$ cat config.mk
export PLATFORM = sky130hd
export DESIGN_NAME = ex_forwarding_hazard_unit
export DESIGN_NICKNAME = d
export VERILOG_FILES = /design/src/rtl/ex_forwarding_hazard_unit_pkg.sv /design/src/rtl/hazard_shadow_stage.sv /design/src/rtl/ex_forwarding_hazard_unit.sv
export SDC_FILE = /design/constraint.sdc
export NUM_CORES = 1
export LEC_CHECK = 0
export ABC_AREA = 0
export BUFFER_PORTS_ARGS = -buffer_cell sky130_fd_sc_hd__buf_4
export CAP_MARGIN = 10
export CELL_PAD_IN_SITES_DETAIL_PLACEMENT = 1
export CELL_PAD_IN_SITES_GLOBAL_PLACEMENT = 1
export CORE_MARGIN = 1.5
export CORE_UTILIZATION = 40
export CTS_BUF_LIST = sky130_fd_sc_hd__clkbuf_8
export CTS_CLUSTER_DIAMETER = 200
export DETAILED_ROUTE_END_ITERATION = 12
export GPL_TIMING_DRIVEN = 0
export PLACE_DENSITY_LB_ADDON = 0.05
export SYNTH_ARGS = -nofsm -noshare
export SYNTH_HDL_FRONTEND = slang
export SYNTH_SLANG_ARGS = --single-unit
$ cat constraint.sdc
create_clock -name clk -period 1.87 [get_ports clk]
set_input_delay 0 -clock clk [delete_from_list [all_inputs] [get_ports clk]]
set_output_delay 0 -clock clk [all_outputs]
set_load 0.1 [all_outputs]
$ cat src/rtl/ex_forwarding_hazard_unit_pkg.sv
`default_nettype none
// ============================================================================
// Module   : ex_forwarding_hazard_unit_pkg
// Brief    : Shared constants and helpers for the EX forwarding/hazard unit.
// Revision : 1.0 - initial release
// ============================================================================
package ex_forwarding_hazard_unit_pkg;

    localparam logic [1:0] c_FWD_REGFILE = 2'b00;
    localparam logic [1:0] c_FWD_WB      = 2'b01;
    localparam logic [1:0] c_FWD_MEM     = 2'b10;

    localparam logic [0:0] c_RUN   = 1'b0;
    localparam logic [0:0] c_STALL = 1'b1;

    // Shadow-stage flat layout: {dest, RegWrite, MemRead}, MemRead in bit 0.
    localparam int c_STAGE_CTRL_BITS = 2;
    localparam int c_ST_REGWRITE_IDX = 1;
    localparam int c_ST_MEMREAD_IDX  = 0;

    function automatic logic [1:0] fwdSelect(input logic uses,
                                             input logic hitEx,
                                             input logic hitMem);
        logic [1:0] sel;
        sel = c_FWD_REGFILE;
        if (uses) begin
            if (hitEx)
                sel = c_FWD_MEM;
            else if (hitMem)
                sel = c_FWD_WB;
        end
        return sel;
    endfunction

endpackage
`default_nettype wire

$ cat src/rtl/hazard_shadow_stage.sv
`default_nettype none
// ============================================================================
// Module   : hazard_shadow_stage
// Brief    : One resettable shadow-pipeline stage with bubble insertion.
// Revision : 1.0 - initial release
// ============================================================================
module hazard_shadow_stage #(
    parameter int STAGE_BITS = 7
) (
    input  logic                  clk,
    input  logic                  reset,
    input  logic                  i_bubble,
    input  logic [STAGE_BITS-1:0] i_stage,
    output logic [STAGE_BITS-1:0] o_stage
);

    logic [STAGE_BITS-1:0] r_stage;

    always_ff @(posedge clk or negedge reset) begin
        if (!reset)
            r_stage <= '0;
        else if (i_bubble)
            r_stage <= '0;
        else
            r_stage <= i_stage;
    end

    assign o_stage = r_stage;

endmodule
`default_nettype wire

$ cat src/rtl/ex_forwarding_hazard_unit.sv
`default_nettype none
// ============================================================================
// Module   : ex_forwarding_hazard_unit
// Brief    : EX-stage forwarding selects and load-use stall generation.
//            Optional stall counter enabled by macro HAZARD_STALL_COUNT_EN.
// Revision : 1.0 - initial release
// ============================================================================
module ex_forwarding_hazard_unit
    import ex_forwarding_hazard_unit_pkg::*;
#(
    parameter int REG_ADDR_BITS  = 5,
    parameter int STALL_CNT_BITS = 16
) (
    input  logic                      clk,
    input  logic                      reset,
    input  logic [REG_ADDR_BITS-1:0]  ID_Rs,
    input  logic [REG_ADDR_BITS-1:0]  ID_Rt,
    input  logic                      ID_UsesRs,
    input  logic                      ID_UsesRt,
    input  logic [REG_ADDR_BITS-1:0]  ID_WriteReg,
    input  logic                      ID_RegWrite,
    input  logic                      ID_MemRead,
    input  logic                      Flush,
    output logic [1:0]                ForwardA,
    output logic [1:0]                ForwardB,
`ifdef HAZARD_STALL_COUNT_EN
    output logic [STALL_CNT_BITS-1:0] StallCount,
`endif
    output logic                      Stall
);

    localparam int c_STAGE_BITS = REG_ADDR_BITS + c_STAGE_CTRL_BITS;

    logic [c_STAGE_BITS-1:0]  w_idStage;
    logic [c_STAGE_BITS-1:0]  w_exStage;
    logic [c_STAGE_BITS-1:0]  w_memStage;
    logic [c_STAGE_BITS-1:0]  w_wbStage;
    logic                     w_insertBubble;

    logic [REG_ADDR_BITS-1:0] w_exDest;
    logic                     w_exRegWrite;
    logic                     w_exMemRead;
    logic [REG_ADDR_BITS-1:0] w_memDest;
    logic                     w_memRegWrite;

    logic                     w_exFwdValid;
    logic                     w_memFwdValid;
    logic                     w_loadUse;

    logic [0:0]               r_state;
    logic [1:0]               r_forwardA;
    logic [1:0]               r_forwardB;

    assign w_idStage = {ID_WriteReg, ID_RegWrite, ID_MemRead};

    hazard_shadow_stage #(.STAGE_BITS(c_STAGE_BITS)) u_exStage (
        .clk      (clk),
        .reset    (reset),
        .i_bubble (w_insertBubble),
        .i_stage  (w_idStage),
        .o_stage  (w_exStage)
    );

    hazard_shadow_stage #(.STAGE_BITS(c_STAGE_BITS)) u_memStage (
        .clk      (clk),
        .reset    (reset),
        .i_bubble (1'b0),
        .i_stage  (w_exStage),
        .o_stage  (w_memStage)
    );

    hazard_shadow_stage #(.STAGE_BITS(c_STAGE_BITS)) u_wbStage (
        .clk      (clk),
        .reset    (reset),
        .i_bubble (1'b0),
        .i_stage  (w_memStage),
        .o_stage  (w_wbStage)
    );

    assign w_exDest      = w_exStage[c_STAGE_BITS-1 -: REG_ADDR_BITS];
    assign w_exRegWrite  = w_exStage[c_ST_REGWRITE_IDX];
    assign w_exMemRead   = w_exStage[c_ST_MEMREAD_IDX];
    assign w_memDest     = w_memStage[c_STAGE_BITS-1 -: REG_ADDR_BITS];
    assign w_memRegWrite = w_memStage[c_ST_REGWRITE_IDX];

    // Register 0 is hard-wired, so a write to it is never a forwarding source.
    assign w_exFwdValid  = w_exRegWrite  && (w_exDest  != '0);
    assign w_memFwdValid = w_memRegWrite && (w_memDest != '0);

    assign w_loadUse = (r_state == c_RUN) && w_exMemRead && (w_exDest != '0) &&
                       ((ID_UsesRs && (ID_Rs == w_exDest)) ||
                        (ID_UsesRt && (ID_Rt == w_exDest)));

    assign Stall          = w_loadUse && !Flush;
    assign w_insertBubble = w_loadUse || Flush;

    // Selects are registered so they line up with the instruction in EX.
    always_ff @(posedge clk or negedge reset) begin
        if (!reset) begin
            r_state    <= c_RUN;
            r_forwardA <= c_FWD_REGFILE;
            r_forwardB <= c_FWD_REGFILE;
        end else begin
            r_state <= Stall ? c_STALL : c_RUN;
            if (w_insertBubble) begin
                r_forwardA <= c_FWD_REGFILE;
                r_forwardB <= c_FWD_REGFILE;
            end else begin
                r_forwardA <= fwdSelect(ID_UsesRs,
                                        w_exFwdValid  && (w_exDest  == ID_Rs),
                                        w_memFwdValid && (w_memDest == ID_Rs));
                r_forwardB <= fwdSelect(ID_UsesRt,
                                        w_exFwdValid  && (w_exDest  == ID_Rt),
                                        w_memFwdValid && (w_memDest == ID_Rt));
            end
        end
    end

    assign ForwardA = r_forwardA;
    assign ForwardB = r_forwardB;

`ifdef HAZARD_STALL_COUNT_EN
    logic [STALL_CNT_BITS-1:0] r_stallCount;

    always_ff @(posedge clk or negedge reset) begin
        if (!reset)
            r_stallCount <= '0;
        else if (Stall && (r_stallCount != {STALL_CNT_BITS{1'b1}}))
            r_stallCount <= r_stallCount + {{(STALL_CNT_BITS-1){1'b0}}, 1'b1};
    end

    assign StallCount = r_stallCount;
`else
    logic w_unusedCfg;
    assign w_unusedCfg = (STALL_CNT_BITS > 0);
`endif

    // WB shadow is kept for pipeline fidelity; no decision reads it.
    logic w_unusedStages;
    assign w_unusedStages = ^{w_wbStage, w_memStage[c_ST_MEMREAD_IDX]};

endmodule
`default_nettype wire

==> results.json <==
{
  "nets": 139,
  "grt_pass1_vias": 828,
  "diodes": 0,
  "ys_top_cells_by_area": "dfrtp_1 (50%), xor2_1 (12%), xnor2_1 (7.8%)",
  "wl_per_cell_um": 15.78,
  "drc_errors": 0,
  "row_count": 16,
  "chipHeight_um": 50.36,
  "rsz0062_at_grt": "false",
  "h-tree-depth": 1,
  "clock_sinks": 18,
  "syn_area_um2": 897.1,
  "ys_types": 22,
  "yosys.area_share.simple": 0.2915,
  "power_frac_clock": 0.355,
  "final.fill_count": 219,
  "vdd_drop_max_uv": 773.9,
  "netSwitchingPower_w": 0.0002128,
  "register_area_um2": 450.4,
  "path_common_cell": "nor2_1",
  "min_period_ps": 1811,
  "combinationalPowerShare": 0.170,
  "grt_pass1_wl_um": 3808,
  "status": "complete, no violations",
  "layout_commonest_cell": "buf_4",
  "synth_compound_area_frac": 0.01116,
  "placed_cell_area_um2": 1134,
  "ant_nets": 0,
  "core_area_um2": 2042,
  "start_util": 0.4393,
  "multi_input_area_um2": 467.9,
  "maxSlewHeadroom": 0.6866,
  "max_freq_mhz": 552.3,
  "grt_max_degree": 19,
  "fin_worst_skew_ps": 5.324,
  "overflow": 0,
  "drive_above_1_share": 0.3879,
  "viasPerCell": 4.895,
  "synth_seq_cells": 18,
  "gp_congestion": 0.7827,
  "startpoint_type": "flip-flop",
  "path_depth": 6,
  "cap_violations": 0,
  "synth_fp_nets": 98,
  "min_path_cells": 2,
  "setup_viol": 0,
  "synth_top_family_by_area": "simple AND/OR/NAND/NOR gates",
  "seqPwrFrac": 0.476,
  "muxShareOfSynthArea": 0,
  "finalCritPeriodShare": 0.9682,
  "io_pins": 27,
  "place_ws_ps": 74.25,
  "yosys.area_share.adder": 0,
  "yosysWarnings": 0,
  "crit_required_ps": 1870,
  "dieArea_um2": 2536,
  "synth_area_per_cell_um2": 11.80,
  "arrival_ps": 1810,
  "worstPathCellList": "xor2_1, nor2_1, and4b_2, nor2_1, nor2_4, buf_8",
  "intPower_w": 0.0006762,
  "clk_latency_ps": 250,
  "antenna_found_initial": 0,
  "critPathMaxFanout": 4,
  "hold_class": "in2reg",
  "area_growth_pct": 45.75,
  "tightestPinTransition_ps": 466.5,
  "die_w_um": 50.36,
  "cts_buffers": 3,
  "clk_pin_slew_ps": 70,
  "maxSlewViolCount": 0,
  "worst_slack_ps": 59.49,
  "hpwl_um": 1616,
  "cts_max_path_buffers": 2,
  "synth_top_area_cell": "dfrtp_1",
  "cp_top_family": "simple AND/OR/NAND/NOR gates",
  "final.setup.tns_ps": 0,
  "power.leakage_nw": 0.6240,
  "place.port_buffers": 26,
  "syn_inst": 76,
  "vias": 700,
  "drt_iter0_drc": 5,
  "final_cell_mix": "buf_4 (26), dfrtp_1 (18), xor2_1 (12)",
  "wl_um": 2256,
  "clockRootBuffer": "clkbuf_8",
  "fin_area_um2": 1308,
  "cts_tree": "built",
  "swShare": 0.2394,
  "cpPeakStageDelay_ps": 440,
  "hold_slack_ps": 22.95,
  "crit_slowest_cell": "dfrtp_1",
  "worstPathBufferInverterCount": 1,
  "synth_top_area_share": 0.5021,
  "crit_type": "reg2out",
  "finalHoldViolCount": 0,
  "grt_use_total": 0.2033,
  "worstSetupEndpointType": "primary output",
  "p_per_area_nw_per_um2": 679.9,
  "post-route-util": 0.6403,
  "synth_xor_area_frac": 0.1953,
  "first_pass_iters": 4,
  "synth-seq-area-share": 0.5021,
  "reg2reg_depth": 6
}
## path summary, 6_finish.rpt
kind / start / to / slack, ps
max in group asynchronous: reset / u_exStage.o_stage[6] / 1520
hold / removal: ID_UsesRs / ForwardA[1] / 20
setup / recovery: u_exStage.o_stage[4] / Stall / 60
hold reg to reg: u_exStage.o_stage[1] / u_memStage.o_stage[1] / 390
min in group asynchronous: reset / ForwardB[0] / 150
setup reg to reg: u_exStage.o_stage[2] / u_exStage.o_stage[2] / 190
## kinds of logic (layout without fill, tap and decap cells)
group	after synthesis	in the layout
compound gates	2	2
xor+xnor	20	20
buf+inv	0	40
flops	18	18
simple gates	36	36
## state kept, by name, summed over array words and instances (netlist names)
signal / cells
r_state: 1
ForwardB: 2
u_memStage.o_stage: 6
ForwardA: 2
u_exStage.o_stage: 7
## through the flow
step,std cells,total power (W)
3_3_place_gp,129,0.0005545
3_5_place_dp,129,0.0005600
4_1_cts,142,0.0008941
2_1_floorplan,76,0.0004893
6_report,143,0.0008890
5_1_grt,143,0.0009292
## power groups by stage
| stage | combinational (W) | clock, W | sequential, W |
|---|---|---|---|
| 2_1_floorplan | 0.0000637 | 0 | 0.000426 |
| 3_3_place_gp | 0.000126 | 0 | 0.000428 |
| 3_5_place_dp | 0.000131 | 0 | 0.000429 |
| 4_1_cts | 0.000148 | 0.000324 | 0.000422 |
| 5_1_grt | 0.000164 | 0.000340 | 0.000425 |
| 6_report | 0.000151 | 0.000315 | 0.000423 |
## cells in the mapped netlist, drive strengths merged
cell type	count
nor3	4
o21ai	1
and4bb	2
and3	2
or4	1
nor4b	1
nand3	1
xor2	12
and2	8
dfrtp	18
nand3b	1
and4b	3
xnor2	8
a21oi	1
nand2	4
nor2	6
nand2b	1
nor4	2
## area by class of cell
cell class,count,share of cell area
Multi-Input combinational cell,58,0.3579
Sequential cell,18,0.3445
Timing Repair Buffer,36,0.2297
Clock buffer,4,0.04211
Tap cell,27,0.02584
## routing by layer
| metal | wire length [um] | track usage |
|---|---|---|
| met5 | 0 | 0 |
| met4 | 12 | 0.04054 |
| met3 | 88 | 0.03869 |
| met2 | 1149 | 0.3860 |
| met1 | 1005 | 0.2355 |
## what timing repair did
action	CTS	global route
hold endpoints to repair	26	0
hold buffers	9	0
cloned	0	0
endpoints found under the setup margin	1	2
gates resized for setup	2	3
pin swaps	0	1
setup buffers	0	1
Note: power is estimated with default switching activity, not from simulation.
